$ cat src/rtl/mul_seq_disp_pkg.sv
// Shared types and constants for the switch-driven multiplier and its display.
// The hex-to-segment table is common with the divider's display path.
package mul_seq_disp_pkg;

    typedef enum logic [1:0] {
        IDLE = 2'd0,
        CALC = 2'd1,
        DONE = 2'd2
    } state_t;

    localparam logic [7:0] DIG_OFF = 8'hFF;
    localparam logic [7:0] DIG0_EN = 8'hFE;
    localparam logic [7:0] DIG1_EN = 8'hFD;

    // Active-low segments, bit7 is the decimal point and stays dark.
    function automatic logic [7:0] hex_to_seg(input logic [3:0] hex);
        logic [7:0] seg;
        case (hex)
            4'h0: seg = 8'hC0;
            4'h1: seg = 8'hF9;
            4'h2: seg = 8'hA4;
            4'h3: seg = 8'hB0;
            4'h4: seg = 8'h99;
            4'h5: seg = 8'h92;
            4'h6: seg = 8'h82;
            4'h7: seg = 8'hF8;
            4'h8: seg = 8'h80;
            4'h9: seg = 8'h90;
            4'hA: seg = 8'h88;
            4'hB: seg = 8'h83;
            4'hC: seg = 8'hC6;
            4'hD: seg = 8'hA1;
            4'hE: seg = 8'h86;
            default: seg = 8'h8E;
        endcase
        return seg;
    endfunction

endpackage

$ cat src/rtl/mul_seq_disp_if.sv
// Switch/start inputs, status and product outputs, and tube drive of the multiplier.
// Handshake: start is a level sampled only in IDLE; done pulses one cycle when product updates.
interface mul_seq_disp_if #(parameter int WIDTH = 3);
    import mul_seq_disp_pkg::*;

    logic [WIDTH-1:0]   a;
    logic [WIDTH-1:0]   b;
    logic               start;
    logic               busy;
    logic               done;
    logic [2*WIDTH-1:0] product;
    logic [7:0]         c;
    logic [7:0]         en;
    state_t             state;

    modport master (
        output a, b, start,
        input  busy, done, product, c, en, state
    );

    modport slave (
        input  a, b, start,
        output busy, done, product, c, en, state
    );

endinterface

$ cat src/rtl/mul_seq_disp_seg7_hex.sv
// Combinational hex digit to active-low 7-segment encoder.
module seg7_hex
    import mul_seq_disp_pkg::*;
(
    input  logic [3:0] hex_i,
    output logic [7:0] seg_o
);

    assign seg_o = hex_to_seg(hex_i);

endmodule

$ cat src/rtl/mul_seq_disp.sv
// Sequential shift-add multiplier with the product shown as two hex digits
// on a multiplexed 8-digit tube.
module mul_seq_disp
    import mul_seq_disp_pkg::*;
#(
    parameter logic [15:0] SCAN_DIV = 16'd50000,
    parameter int          WIDTH    = 3
) (
    input  logic        clk,
    input  logic        rst,
    mul_seq_disp_if.slave bus
);

    localparam int PW = 2 * WIDTH;
    localparam int CW = $clog2(WIDTH + 1);

    state_t          state_q, state_d;
    logic [PW-1:0]   mcand_q, mcand_d;
    logic [WIDTH-1:0] mplier_q, mplier_d;
    logic [PW-1:0]   acc_q, acc_d;
    logic [CW-1:0]   cnt_q, cnt_d;
    logic [PW-1:0]   product_q, product_d;
    logic            done_q, done_d;

    logic [15:0]     scan_q, scan_d;
    logic            dsel_q, dsel_d;
    logic [7:0]      c_q, c_d;
    logic [7:0]      en_q, en_d;
    logic [3:0]      digit_hex;
    logic [7:0]      seg_w;

    always_ff @(posedge clk) begin
        if (rst) begin
            state_q   <= IDLE;
            mcand_q   <= '0;
            mplier_q  <= '0;
            acc_q     <= '0;
            cnt_q     <= '0;
            product_q <= '0;
            done_q    <= 1'b0;
            scan_q    <= '0;
            dsel_q    <= 1'b0;
            c_q       <= DIG_OFF;
            en_q      <= DIG_OFF;
        end else begin
            state_q   <= state_d;
            mcand_q   <= mcand_d;
            mplier_q  <= mplier_d;
            acc_q     <= acc_d;
            cnt_q     <= cnt_d;
            product_q <= product_d;
            done_q    <= done_d;
            scan_q    <= scan_d;
            dsel_q    <= dsel_d;
            c_q       <= c_d;
            en_q      <= en_d;
        end
    end

    always_comb begin
        state_d   = state_q;
        mcand_d   = mcand_q;
        mplier_d  = mplier_q;
        acc_d     = acc_q;
        cnt_d     = cnt_q;
        product_d = product_q;
        done_d    = 1'b0;
        case (state_q)
            IDLE: begin
                if (bus.start) begin
                    mcand_d  = {{WIDTH{1'b0}}, bus.a};
                    mplier_d = bus.b;
                    acc_d    = '0;
                    cnt_d    = '0;
                    state_d  = CALC;
                end
            end
            CALC: begin
                if (mplier_q[0]) begin
                    acc_d = acc_q + mcand_q;
                end
                mcand_d  = mcand_q << 1;
                mplier_d = mplier_q >> 1;
                cnt_d    = cnt_q + CW'(1);
                if (cnt_q == CW'(WIDTH - 1)) begin
                    state_d = DONE;
                end
            end
            DONE: begin
                product_d = acc_q;
                done_d    = 1'b1;
                state_d   = IDLE;
            end
            default: state_d = IDLE;
        endcase
    end

    // Digit mux reads the live product register, so an update shows on the next edge.
    assign digit_hex = dsel_q ? {2'b00, product_q[5:4]} : product_q[3:0];

    seg7_hex u_seg7_hex (
        .hex_i (digit_hex),
        .seg_o (seg_w)
    );

    always_comb begin
        scan_d = scan_q + 16'd1;
        dsel_d = dsel_q;
        if (scan_q == SCAN_DIV - 16'd1) begin
            scan_d = '0;
            dsel_d = ~dsel_q;
        end
        c_d  = seg_w;
        en_d = dsel_q ? DIG1_EN : DIG0_EN;
    end

    assign bus.busy    = (state_q == CALC);
    assign bus.done    = done_q;
    assign bus.product = product_q;
    assign bus.c       = c_q;
    assign bus.en      = en_q;
    assign bus.state   = state_q;

endmodule

$ cat src/flat_wrapper.sv
// flat-port wrapper written by rule: the top's interface ports become plain ports
module mul_seq_disp_flat import mul_seq_disp_pkg::*;
#(
    parameter logic [15:0] SCAN_DIV = 16'd50000,
    parameter int          WIDTH    = 3
)
  (clk, rst, bus_a, bus_b, bus_start, bus_busy, bus_done, bus_product, bus_c, bus_en, bus_state);
  mul_seq_disp_if #(.WIDTH(WIDTH)) bus_i ();
  input  logic clk;
  input  logic rst;
  input wire logic [$bits(bus_i.a)-1:0] bus_a;
  input wire logic [$bits(bus_i.b)-1:0] bus_b;
  input wire logic [$bits(bus_i.start)-1:0] bus_start;
  output wire logic [$bits(bus_i.busy)-1:0] bus_busy;
  output wire logic [$bits(bus_i.done)-1:0] bus_done;
  output wire logic [$bits(bus_i.product)-1:0] bus_product;
  output wire logic [$bits(bus_i.c)-1:0] bus_c;
  output wire logic [$bits(bus_i.en)-1:0] bus_en;
  output wire logic [$bits(bus_i.state)-1:0] bus_state;
  assign bus_i.a = bus_a;
  assign bus_i.b = bus_b;
  assign bus_i.start = bus_start;
  assign bus_busy = bus_i.busy;
  assign bus_done = bus_i.done;
  assign bus_product = bus_i.product;
  assign bus_c = bus_i.c;
  assign bus_en = bus_i.en;
  assign bus_state = bus_i.state;
  mul_seq_disp #(.SCAN_DIV(SCAN_DIV), .WIDTH(WIDTH)) u_core (.clk(clk), .rst(rst), .bus(bus_i));
endmodule
$ cat config.mk
export PLATFORM = sky130hd
export DESIGN_NAME = mul_seq_disp_flat
export DESIGN_NICKNAME = d
export VERILOG_FILES = /design/src/rtl/mul_seq_disp_pkg.sv /design/src/rtl/mul_seq_disp_if.sv /design/src/rtl/mul_seq_disp_seg7_hex.sv /design/src/rtl/mul_seq_disp.sv /design/src/flat_wrapper.sv
export SDC_FILE = /design/constraint.sdc
export NUM_CORES = 1
export LEC_CHECK = 0
export CAP_MARGIN = 40
export CORE_UTILIZATION = 58
export CTS_BUF_LIST = sky130_fd_sc_hd__clkbuf_16
export CTS_CLUSTER_SIZE = 30
export DETAILED_ROUTE_END_ITERATION = 10
export PLACE_DENSITY = 0.81
export SLEW_MARGIN = 20
export SYNTH_ARGS = -nofsm -noshare
export SYNTH_HDL_FRONTEND = slang
export SYNTH_SLANG_ARGS = --single-unit
$ cat constraint.sdc
create_clock -name clk -period 5.3 [get_ports clk]
set_clock_uncertainty 0.2 [all_clocks]
set_input_delay 0.795 -clock clk [delete_from_list [all_inputs] [get_ports clk]]
set_output_delay 0.795 -clock clk [all_outputs]
set_load 0.05 [all_outputs]
# ---- Yosys cells after proc, flatten, opt, wreduce, memory -nomap -nowiden
# Memories as Yosys holds them, arrays and structs flattened. A register that Yosys moved wholly into a read port is not among the register bits.
# Index checks and enable logic that the tools add are counted.
# W data, S select, Z words.
dict set report totals {
  out_inout_bits 26
  inputBits 9
  mem_bits_ro 112
  n_memories 1
  regBits 59
}
# memory words word_bits read_ports rd_clocked_by_memory_dff write_ports line
set mem_list {}
lappend mem_list {{(no name shown)} 16 7 1 1 0 mul_seq_disp_pkg.sv:18} ;# case (hex)
dict set report op_classes {
  add_sub_neg 3
  reduce_logical 6
  n_mux 15
  n_eq_ne 7
  bitwise_logic 1
}
# cell n
set ops {}
lappend ops {{$pmux W6 S2} 2}
lappend ops {{$mux W6} 3}
lappend ops {{$add A16 B1 Y16 const B} 1}
lappend ops {{$eq A16 B16 Y1 const B} 1}
lappend ops {{$mux W2} 4}
lappend ops {{$pmux W2 S2} 2}
lappend ops {{$add A6 B6 Y6} 1}
lappend ops {{$pmux W3 S2} 1}
lappend ops {{$eq A2 B2 Y1 const B} 2}
lappend ops {{$mux W4} 1}
lappend ops {{$ne A2 B1 Y1 const B} 2}
lappend ops {{$reduce_and A2 Y1} 2}
lappend ops {{$mux W3} 1}
lappend ops {{$reduce_and A3 Y1} 1}
lappend ops {{$add A2 B1 Y2 const B} 1}
lappend ops {{$eq A2 B1 Y1 const B} 1}
lappend ops {{$logic_not A2 Y1} 1}
lappend ops {{$ne A2 B2 Y1 const B} 1}
lappend ops {{$reduce_bool A2 Y1} 1}
lappend ops {{$reduce_or A2 Y1} 1}
lappend ops {{$mux W1} 1}
lappend ops {{$not A1 Y1} 1}

# ---- Depth between registers and ports, before layout
# Gate-level depths: netlist of the first run.
dict set report depth {
  depth_word 3
  depth_mapped 8
  mapped_depth_nobuf 7
}

# ---- By module
# From an unflattened synthesis of the first run, not the netlist that was laid out.
dict set report hier_totals {
  cells_unflattened 296
  hier_area_um2 2632.5
}
# mod instances area_per_inst_um2 cells_per_inst
set modules_own_cells {}
lappend modules_own_cells {mul_seq_disp 1 2346.0 262}
lappend modules_own_cells {seg7_hex 1 286.5 34}

# ---- Worst setup path after synthesis of the first run
# Ideal clock, no wire load.
dict set report synth_path {
  path_type {register to register}
  start {register u_core.dsel_q}
  end {register u_core.c_q[3] (netlist: u_core.bus.c[3])}
  t_required_ns 4.980
  t_arrival_ns 2.046
  setup_ns 0.120
  synth_period_minus_slack_ns 2.366
  path_stages_with_launch 7
  setup_slack_ns 2.934
  path_cell_list {dfxtp_1 -> clkbuf_1 -> mux2i_1 -> inv_1 -> ha_1 -> mux4_2 -> or2_1}
}
dict set report synth_via {
  elab_chain_len 1
}
# element line
set synth_rtl {}
lappend synth_rtl {{start: declaration} mul_seq_disp.sv:26} ;# logic dsel_q, dsel_d;
lappend synth_rtl {{start signal: assignment} mul_seq_disp.sv:54} ;# dsel_q <= dsel_d;
lappend synth_rtl {{$mux W4} mul_seq_disp.sv:99} ;# assign digit_hex = dsel_q ? {2'b00, product_q[5:4]} : product_q[3:0];
lappend synth_rtl {{end: declaration} mul_seq_disp.sv:27} ;# logic [7:0] c_q, c_d;
# Every way passes these cells.
# A chain may end at the register's enable or synchronous reset.

# ---- Final worst setup path of the first run
dict set report layout_path {
  start {register u_core.state_q[0] (netlist: u_core.bus.state[0])}
  end {output bus_busy}
}
dict set report layout_via {
  elab_chain_len 1
}
# element line
set layout_rtl {}
lappend layout_rtl {{start: declaration} mul_seq_disp.sv:17} ;# state_t state_q, state_d;
lappend layout_rtl {{start signal: assignment} mul_seq_disp.sv:46} ;# state_q <= state_d;
lappend layout_rtl {{$eq A2 B1 Y1} mul_seq_disp.sv:117} ;# assign bus.busy = (state_q == CALC);
lappend layout_rtl {{end: declaration} flat_wrapper.sv:14} ;# output wire logic [$bits(bus_i.busy)-1:0] bus_busy;
# Every way passes these cells.

==> results of run 1 <==
==> logic make-up (layout without fill, tap and decap cells) <==
| group | after synthesis | count (layout) | share of synthesized area, % |
|---|---|---|---|
| flops | 52 | 52 | 41.8 |
| mux | 11 | 11 | 4.97 |
| compound gates | 46 | 46 | 12.6 |
| buf+inv | 32 | 47 | 6.08 |
| simple gates | 103 | 103 | 20.4 |
| other cells | 1 | 7 | 0.151 |
| fa+ha+maj | 14 | 14 | 7.33 |
| xor+xnor | 19 | 19 | 6.68 |
==> metrics by stage <==
| step | setup slack (ns) | utilization, % |
|---|---|---|
| 2_1_floorplan | 2.93 | - |
| 3_3_place_gp | 2.42 | 67.5 |
| 3_5_place_dp | 2.56 | 67.9 |
| 4_1_cts | 2.26 | 72.5 |
| 5_1_grt | 2.14 | 72.5 |
| 6_report | 2.22 | 72.5 |
==> layout by cell type (no fill, tap or decap), types with 4 or more instances in the layout <==
cell type	count
conb_1	7
a21oi_1	12
nand2b_1	5
nand3_1	6
inv_2	4
o221a_2	4
nor2b_1	5
nand2_1	11
o21ai_1	4
clkbuf_16	5
a22oi_1	7
mux2i_1	9
nand4_1	4
dfxtp_1	52
ha_1	13
or2_1	4
xor2_1	10
inv_1	8
xnor2_1	9
nor2_1	51
clkdlybuf4s50_1	27
a31oi_1	5
==> flip-flops by register name, summed over array words and instances (netlist names) <==
signal,count
u_core.acc_q,6
u_core.bus.c,7
u_core.bus.done,1
u_core.bus.en,2
u_core.bus.product,6
u_core.bus.state,2
u_core.cnt_q,2
u_core.dsel_q,1
u_core.mcand_q,6
u_core.mplier_q,3
u_core.scan_q,16
==> critical path: stages (launching register included) <==
cell	delay (ns)
dfxtp_1	0.62
nand2b_1	0.21
inv_2	0.15
clkdlybuf4s50_1	0.82
==> cells in the mapped netlist, types with 3 or more instances <==
cell	count
dfxtp_1	52
nor2_1	51
ha_1	13
a21oi_1	12
clkbuf_1	11
nand2_1	11
xor2_1	10
mux2i_1	9
xnor2_1	9
buf_4	8
inv_1	8
a22oi_1	7
nand3_1	6
a31oi_1	5
nand2b_1	5
nor2b_1	5
inv_2	4
nand4_1	4
o21ai_1	4
o221a_2	4
or2_1	4
a21o_1	3
and3_1	3
o21ai_0	3
==> routing by layer <==
layer	wire [um]	share of wire, %	vias up	track usage [%]
li1	-	-	986	-
met1	2340	48	922	28.4
met2	2250	47	47	39.9
met3	185	3.8	7	6.25
met4	47	0.97	0	6.38
met5	0	0	-	0
==> power groups by stage <==
| stage | Sequential, mW | Clock (mW) | Combinational [mW] |
|---|---|---|---|
| 2_1_floorplan | 0.430 | 0 | 0.0555 |
| 3_3_place_gp | 0.421 | 0 | 0.0810 |
| 3_5_place_dp | 0.422 | 0 | 0.0834 |
| 4_1_cts | 0.413 | 0.408 | 0.0856 |
| 5_1_grt | 0.415 | 0.421 | 0.0928 |
| 6_report | 0.413 | 0.402 | 0.0854 |
==> layout make-up <==
type	count	share of cell area (%)
Multi-Input combinational cell	200	44.9
Clock buffer	5	4.26
Clock inverter	2	2.04
Tap cell	50	2.13
Timing Repair Buffer	28	9.70
Inverter	12	1.53
Sequential cell	52	35.4
==> final timing paths <==
kind         cells past startpoint               end  slack (ns)                start
max                              3          bus_busy        2.22  u_core.bus.state[0]
min                              1  u_core.scan_q[0]        0.27     u_core.scan_q[0]
max reg2reg                      5   u_core.bus.c[3]        2.75        u_core.dsel_q
min reg2reg                      1  u_core.scan_q[0]        0.27     u_core.scan_q[0]
==> metrics.md, run 1 <==
| Metric | Value |
|---|---|
| Status | `completed` |
| Asr flop ratio synth | `0%` |
| Final Max Tran Viols | `0` |
| First-pass GRT wire length | `7.92 mm` |
| Critical Path RT | `4.30 ns` |
| Htree depth | `2` |
| I/O Pins | `35` |
| Worst rel slew slack | `64.2%` |
| Final #Nets | `322` |
| Placer Congestion | `0.815` |
| Total number of vias | `1962` |
| Hold buffer count at cts | `0` |
| Post-synthesis average cell area | `8.96 um2` |
| Placed Cells | `342` |
| Clock Latency Late Sink | `0.29 ns` |
| Maximum clock frequency | `325 MHz` |
| DR pass1 iterations | `4` |
| Initial antenna violation count | `0` |
| DRC Markers | `0` |
| Worst-Margin Slew | `0.522 ns` |
| Final hold violations | `0` |
| Crit start category | `register` |
| Layout cells sized above 1 | `6.35%` |
| Finish-stage setup viols | `0` |
| Area grow syn2layout | `18.0%` |
| Seq cells post-synth | `52` |
| Drt wl/cell | `13.8 um` |
| Clock buffer depth | `2` |
| Clock power frac | `44.6%` |
| All-layer global routing usage | `23.3%` |
| Die H | `67.5 um` |
| Number of synthesized flops with an enable pin | `0` |
| Syn Inst Count | `278` |
| Area leader, netlist | `dfxtp_1` |
| Post-CTS Setup Inserts | `0` |
| Die width | `67.5 um` |
| Synth Cell Area | `2490 um2` |
| PD cells | `306 nW/um2` |
| Tot Pwr | `900 uW` |
| TritonCTS clock tree | `yes` |
| P_sw | `200 uW` |
| Initial Util | `61.4%` |
| Number of port buffers | `27` |
| Worst Setup End Kind | `primary output` |
| Worst-path maximum fanout | `17` |
| Avg Vias per Cell | `5.62` |
| Placed Area | `2760 um2` |
| Hold WS | `0.272 ns` |
| Switching part of the total | `22.2%` |
| Initial DRC Count | `114` |
| Die area | `4560 um2` |
| CP Class | `register to primary output` |
| Area taken by flip-flops and latches | `1040 um2` |
| Cell area after layout | `2940 um2` |
| Grt ovf | `0` |
| Hold/Removal Path Class | `register to register` |
| Gate power share | `9.5%` |
| Post_cts resized | `0` |
| Hpwl dp | `3.22 mm` |
| Multi-input gate area | `1320 um2` |
| FILL cells | `316` |
| Antenna diodes | `0` |
| Crit path time final | `3.08 ns` |
| Most common flop cell mapped by yosys | `dfxtp_1` |
| Unrepaired setup endpoints after global routing | `no` |
| Max cap viols | `0` |
| Top cells by area, synth | `dfxtp_1 (42%), nor2_1 (7.7%), ha_1 (6.5%)` |
| Flop pwr share | `45.9%` |
| Synth cell types | `45` |
| Sequential area share after synthesis | `41.8%` |
| Vias in the first global route | `1833` |
| WP data arrival | `2.08 ns` |
| Sink Count | `52` |
| Leakage | `1.19 nW` |
| Max VDD drop | `0.204 mV` |
| Synth warnings | `0` |
| Fin crit share | `58.0%` |
| CTS Buf Count | `5` |
| CTS root buf | `clkbuf_16` |
| Total negative slack | `0 ns` |
| Layout Cells excl Fill | `349` |
| Post-synth top area share | `41.8%` |
| CORE AREA | `4060 um2` |
| Internal Power | `700 uW` |
| Largest net degree at the start of global routing | `24` |
| Cell Rows | `23` |
| Post-route ant nets | `0` |
| Clock transition at path regs | `0.06 ns` |
| Total routed wirelength | `4.82 mm` |
Note: power is estimated with default switching activity, not from simulation.
==> run 2: changes to the inputs <==
- CORE_UTILIZATION: 58 -> 49
- PLACE_DENSITY: 0.81 -> 0.73
- clock period: 5.3 -> 2.6 ns (I/O delays scaled with it)
==> metrics.md, run 2 (same netlist as run 1, synthesis figures left out) <==
| Metric | Value |
|---|---|
| Status | `completed (unchanged)` |
| Hold buffer count at cts | `0 (unchanged)` |
| All-layer global routing usage | `18.7% (was 23.3%)` |
| First-pass GRT wire length | `7.78 mm (was 7.92 mm)` |
| Global Route met3 Usage | `4.53% (was 6.25%)` |
| Max cap viols | `0 (unchanged)` |
| DRC Markers | `0 (unchanged)` |
| CORE AREA | `4820 um2 (was 4060 um2)` |
| Top reg by flops | `u_core.scan_q (unchanged)` |
| Cell Rows | `25 (was 23)` |
| CTS Buf Count | `5 (unchanged)` |
| Sink Count | `52 (unchanged)` |
| Most frequent cells in the layout | `dfxtp_1 (52), nor2_1 (51), clkdlybuf4s50_1 (26), ha_1 (13), a21oi_1 (12) (was dfxtp_1 (52), nor2_1 (51), clkdlybuf4s50_1 (27), ha_1 (13), a21oi_1 (12))` |
| Hold/Removal Path Class | `register to register (unchanged)` |
| Total routed wirelength | `4.57 mm (was 4.82 mm)` |
| Clock transition at path regs | `0.07 ns (was 0.06 ns)` |
| Leakage | `1.20 nW (was 1.19 nW)` |
| Post_cts resized | `0 (unchanged)` |
| Maximum clock frequency | `429 MHz` |
| Unrepaired setup endpoints after global routing | `no (unchanged)` |
| P_sw | `412 uW (was 200 uW)` |
| Total number of vias | `1909 (was 1962)` |
| Most common cell after layout, fill and taps aside | `dfxtp_1 (unchanged)` |
| Flop pwr share | `47.8% (was 45.9%)` |
| Global-route track usage on met1 | `24.4% (was 28.4%)` |
| Worst-Margin Slew | `0.519 ns (was 0.522 ns)` |
| Max VDD drop | `0.324 mV (was 0.204 mV)` |
| CTS root buf | `clkbuf_16 (unchanged)` |
| Avg Vias per Cell | `5.15 (was 5.62)` |
| Busiest grt layer | `met2 (unchanged)` |
| Fin crit share | `89.6%` |
| Clock power frac | `42.1% (was 44.6%)` |
| Placed Cells | `363 (was 342)` |
| GR Util met2 | `30.5% (was 39.9%)` |
| Worst path cell trace | `clkdlybuf4s50_1 (was nand2b_1 > inv_2 > clkdlybuf4s50_1)` |
| Drt wl/cell | `12.3 um (was 13.8 um)` |
| Switching part of the total | `23.6% (was 22.2%)` |
| Slowest stage delay, CP | `0.88 ns (was 0.82 ns)` |
| WP buf/inv | `1 (was 2)` |
| Number of port buffers | `27 (unchanged)` |
| Hpwl dp | `3.27 mm (was 3.22 mm)` |
| Largest net degree at the start of global routing | `23 (was 24)` |
| Crit start category | `register (unchanged)` |
| Gate power share | `10.2% (was 9.5%)` |
| Placer Congestion | `0.826 (was 0.815)` |
| Antenna diodes | `0 (unchanged)` |
| Htree depth | `2 (unchanged)` |
| PD cells | `590 nW/um2 (was 306 nW/um2)` |
| Clock buffer depth | `2 (unchanged)` |
| Worst Setup End Kind | `primary output (unchanged)` |
| Die width | `73.3 um (was 67.5 um)` |
| Clock Latency Late Sink | `0.29 ns (about the same)` |
| Initial DRC Count | `108 (was 114)` |
| Internal Power | `1.34 mW (was 700 uW)` |
| Final Core Density | `61.5% (was 72.5%)` |
| CP Class | `register to primary output (unchanged)` |
| Finish-stage setup viols | `0 (unchanged)` |
| Post-CTS Setup Inserts | `0 (unchanged)` |
| Post-route ant nets | `0 (unchanged)` |
| Area grow syn2layout | `19.0% (was 18.0%)` |
| Worst rel slew slack | `65.1% (was 64.2%)` |
| Crit path time final | `2.33 ns` |
| Vias in the first global route | `1706 (was 1833)` |
| Cell area after layout | `2960 um2 (was 2940 um2)` |
| DR pass1 iterations | `4 (unchanged)` |
| Placed Area | `2800 um2 (was 2760 um2)` |
| Layout cells sized above 1 | `7.89% (was 6.35%)` |
| Total negative slack | `0 ns (unchanged)` |
| Worst-path maximum fanout | `9 (was 17)` |
| Final hold violations | `0 (unchanged)` |
| Initial antenna violation count | `0 (unchanged)` |
| Crit path max-delay family | `buffers and inverters (unchanged)` |
| Grt ovf | `0 (unchanged)` |
| Layout Cells excl Fill | `371 (was 349)` |
| Die H | `73.3 um (was 67.5 um)` |
| TritonCTS clock tree | `yes (unchanged)` |
| Final Max Tran Viols | `0 (unchanged)` |
| I/O Pins | `35 (unchanged)` |
| Initial Util | `51.7% (was 61.4%)` |
| Final #Nets | `326 (was 322)` |
| Critical Path RT | `2.01 ns (was 4.30 ns)` |
| Number of flip-flops in the largest register | `16 (unchanged)` |
| WP data arrival | `1.74 ns (was 2.08 ns)` |
| Die area | `5370 um2 (was 4560 um2)` |
| Critical Path Slowest Stage Cell | `clkdlybuf4s50_1 (unchanged)` |
## run 2: cell count changes in the layout (fill, tap and decap cells not counted), sizes merged
cell,before,now
buf,1,6
inv,12,14
bufinv,2,1
clkdlybuf4s50,27,26
## run 2: final cells by class
| class | count | area [um2] |
|---|---|---|
| fillers | 435 | 1850 |
| well taps | 67 | 83.8 |
| multi-input cells | 200 | 1320 |
| clock buffers | 5 | 125 |
| inverters | 12 | 45.0 |
| clock inverters | 3 | 42.5 |
| flip-flops and latches | 52 | 1040 |
| repair buffers | 32 | 305 |
## run 2: power by group through the flow
stage               clock network, mW  logic [mW]  registers [mW]
floorplan                           0       0.113           0.877
global placement                    0       0.177           0.852
detailed placement                  0       0.178           0.854
CTS                             0.754       0.179           0.836
global route                    0.791       0.193           0.838
finish                          0.736       0.178           0.836
## run 2: metal layers
metal,wire length [um],share of wire (%),vias to the layer above
met5,0,0,-
met4,27,0.59,0
met3,128,2.8,2
met2,2130,47,32
met1,2280,50,882
li1,-,-,993
## run 2: path summary, 6_finish.rpt
check	from	endpoint	slack, ns	cells past startpoint
max reg2reg	u_core.dsel_q	u_core.bus.c[3]	0.33	6
max	u_core.bus.product[3]	bus_product[3]	0.27	1
min reg2reg	u_core.scan_q[0]	u_core.scan_q[0]	0.28	1
min	u_core.scan_q[0]	u_core.scan_q[0]	0.28	1
## run 2: metrics by stage
stage                     setup slack (ns)  power, mW  hold WS (ns)
after floorplan                      0.234      0.990         0.238
after global placement               0.440       1.03         0.256
after detailed placement             0.352       1.03         0.268
after CTS                            0.266       1.77         0.283
after global routing                 0.211       1.82         0.299
final                                0.270       1.75         0.279
==> run 3: changes to the inputs <==
--- a/config.mk
+++ b/config.mk
@@ -8,3 +8,3 @@
 export CAP_MARGIN = 40
-export CORE_UTILIZATION = 49
+export CORE_UTILIZATION = 35
 export CTS_BUF_LIST = sky130_fd_sc_hd__clkbuf_16
@@ -12,3 +12,3 @@
 export DETAILED_ROUTE_END_ITERATION = 10
-export PLACE_DENSITY = 0.73
+export PLACE_DENSITY = 0.54
 export SLEW_MARGIN = 20
==> constraint.sdc (replaced) <==
create_clock -name clk -period 2.6 [get_ports clk]
set_clock_uncertainty 0.2 [all_clocks]
set_input_delay 0.26 -clock clk [delete_from_list [all_inputs] [get_ports clk]]
set_output_delay 0.26 -clock clk [all_outputs]
set_load 0.05 [all_outputs]
==> metrics.md, run 3 (same netlist as run 1, synthesis figures left out) <==
| Metric | Value |
|---|---|
| First-pass GRT wire length | `8.12 mm (was 7.78 mm)` |
| Max cap viols | `0 (unchanged)` |
| Worst rel slew slack | `65.1% (about the same)` |
| Total routed wirelength | `4.69 mm (was 4.57 mm)` |
| All-layer global routing usage | `13.9% (was 18.7%)` |
| Worst-path maximum fanout | `11 (was 9)` |
| Largest net degree at the start of global routing | `29 (was 23)` |
| Crit path max-delay family | `multiplexers (was buffers and inverters)` |
| Crit path time final | `2.26 ns (was 2.33 ns)` |
| Placed Cells | `391 (was 363)` |
| Antenna diodes | `0 (unchanged)` |
| Drt wl/cell | `11.8 um (was 12.3 um)` |
| Unrepaired setup endpoints after global routing | `no (unchanged)` |
| Cell area after layout | `2970 um2 (was 2960 um2)` |
| Grt ovf | `0 (unchanged)` |
| Critical Path Most Common Cell | `inv_1` |
| WP buf/inv | `2 (was 1)` |
| Layout Cells excl Fill | `399 (was 371)` |
| Die H | `86.4 um (was 73.3 um)` |
| Final Core Density | `43.4% (was 61.5%)` |
| I/O Pins | `35 (unchanged)` |
| Slowest stage delay, CP | `0.57 ns (was 0.88 ns)` |
| Fin crit share | `86.9% (was 89.6%)` |
| Hpwl dp | `3.27 mm (about the same)` |
| Initial antenna violation count | `0 (unchanged)` |
| Critical Path RT | `2.58 ns (was 2.01 ns)` |
| DRC Markers | `0 (unchanged)` |
| Post-route ant nets | `0 (unchanged)` |
| Finish-stage setup viols | `0 (unchanged)` |
| Post-CTS Setup Inserts | `0 (unchanged)` |
| Placed Area | `2830 um2 (was 2800 um2)` |
| Number of port buffers | `27 (unchanged)` |
| PD cells | `556 nW/um2 (was 590 nW/um2)` |
| WP data arrival | `2.24 ns (was 1.74 ns)` |
| DR pass1 iterations | `4 (unchanged)` |
| Status | `completed (unchanged)` |
| Top reg by flops | `u_core.scan_q (unchanged)` |
| Sink Count | `52 (unchanged)` |
| FILL cells | `707 (was 435)` |
| Layout cells sized above 1 | `6.93% (was 7.89%)` |
| Number of flip-flops in the largest register | `16 (unchanged)` |
| Most frequent cells in the layout | `dfxtp_1 (52), nor2_1 (51), clkdlybuf4s50_1 (27), ha_1 (13), a21oi_1 (12) (was dfxtp_1 (52), nor2_1 (51), clkdlybuf4s50_1 (26), ha_1 (13), a21oi_1 (12))` |
| CORE AREA | `6830 um2 (was 4820 um2)` |
| Initial DRC Count | `66 (was 108)` |
| Final #Nets | `325 (was 326)` |
| Hold buffer count at cts | `0 (unchanged)` |
| Leakage | `1.18 nW (was 1.20 nW)` |
| Die area | `7460 um2 (was 5370 um2)` |
| Area taken by flip-flops and latches | `1040 um2 (unchanged)` |
| Vias in the first global route | `1729 (was 1706)` |
| CTS root buf | `clkbuf_16 (unchanged)` |
| Crit start category | `register (unchanged)` |
| Clock buffer depth | `2 (unchanged)` |
| CTS Buf Count | `5 (unchanged)` |
| Total negative slack | `0 ns (unchanged)` |
| Die width | `86.4 um (was 73.3 um)` |
| Cell Rows | `30 (was 25)` |
| Total number of vias | `1854 (was 1909)` |
| Max VDD drop | `0.233 mV (was 0.324 mV)` |
| Worst path cell trace | `mux2_2 > inv_1 > ha_1 > inv_1 > mux4_2 > or2_1 (was clkdlybuf4s50_1)` |
| Area grow syn2layout | `19.1% (was 19.0%)` |
| Multi-input gate area | `1320 um2 (unchanged)` |
| Clock Latency Late Sink | `0.29 ns (about the same)` |
| Final Max Tran Viols | `0 (unchanged)` |
| TritonCTS clock tree | `yes (unchanged)` |
| Avg Vias per Cell | `4.65 (was 5.15)` |
| Maximum clock frequency | `443 MHz (was 429 MHz)` |
| Htree depth | `2 (unchanged)` |
| Initial Util | `36.5% (was 51.7%)` |
| Hold WS | `0.277 ns (was 0.279 ns)` |
| CP Class | `register to register (was register to primary output)` |
| Post_cts resized | `0 (unchanged)` |
| Final hold violations | `0 (unchanged)` |
| Worst Setup End Kind | `register (was primary output)` |
| Hold/Removal Path Class | `register to register (unchanged)` |
| Most common cell after layout, fill and taps aside | `dfxtp_1 (unchanged)` |
| Critical Path Slowest Stage Cell | `dfxtp_1 (was clkdlybuf4s50_1)` |
| Placer Congestion | `0.828 (was 0.826)` |
| Worst-Margin Slew | `0.524 ns (was 0.519 ns)` |
| Clock transition at path regs | `0.07 ns (about the same)` |
[run 3: cell types whose count changed in the layout (fill, tap and decap cells not counted)]
cell             delta
clkdlybuf4s50_1     +1
inv_6               -1
clkinv_1            +1
clkinvlp_4          +1
buf_4               -2
bufinv_16           -1
[run 3: worst paths after layout]
kind | cells after the start | slack, ns | start | to
min reg2reg | 1 | 0.28 | u_core.scan_q[0] | u_core.scan_q[0]
max | 6 | 0.34 | u_core.dsel_q | u_core.bus.c[3]
max reg2reg | 6 | 0.34 | u_core.dsel_q | u_core.bus.c[3]
min | 1 | 0.28 | u_core.scan_q[0] | u_core.scan_q[0]
[run 3: worst register-to-register path: cells and delay by family (launching register included)]
family | cells | cell delay (ns)
muxes | 2 | 0.87
and+or+nand+nor | 1 | 0.21
adders and majority gates | 1 | 0.14
DFF | 1 | 0.57
buffers and inverters | 2 | 0.16
[run 3: area by class of cell]
type,count,share of cell area [%]
clock inverter,3,0.506
multi-input combinational,200,44.5
tap,96,4.05
clock buffer,5,4.22
timing repair buffer,31,10.1
inverter,12,1.52
sequential,52,35.1
[run 3: per-layer routing]
| metal | global-route usage (%) | part of all wire [%] | wire [um] |
|---|---|---|---|
| met4 | 6.21 | 1.7 | 78 |
| met1 | 18.9 | 52 | 2420 |
| met5 | 0 | 0 | 0 |
| met2 | 21.4 | 43 | 2030 |
| met3 | 2.86 | 3.5 | 162 |
[run 3: per-stage QoR]
stage               setup slack [ns]  total power, mW
finish                         0.341             1.65
detailed placement             0.361             1.03
floorplan                      0.234            0.990
global route                   0.199             1.73
CTS                            0.356             1.68
global placement               0.423             1.03
[run 3: where the power goes]
part / total, mW / internal (mW) / switching, mW
Sequential: 0.835 / 0.819 / 0.0165
Combinational: 0.178 / 0.0631 / 0.114
Clock: 0.639 / 0.350 / 0.288
Total: 1.65 / 1.23 / 0.419
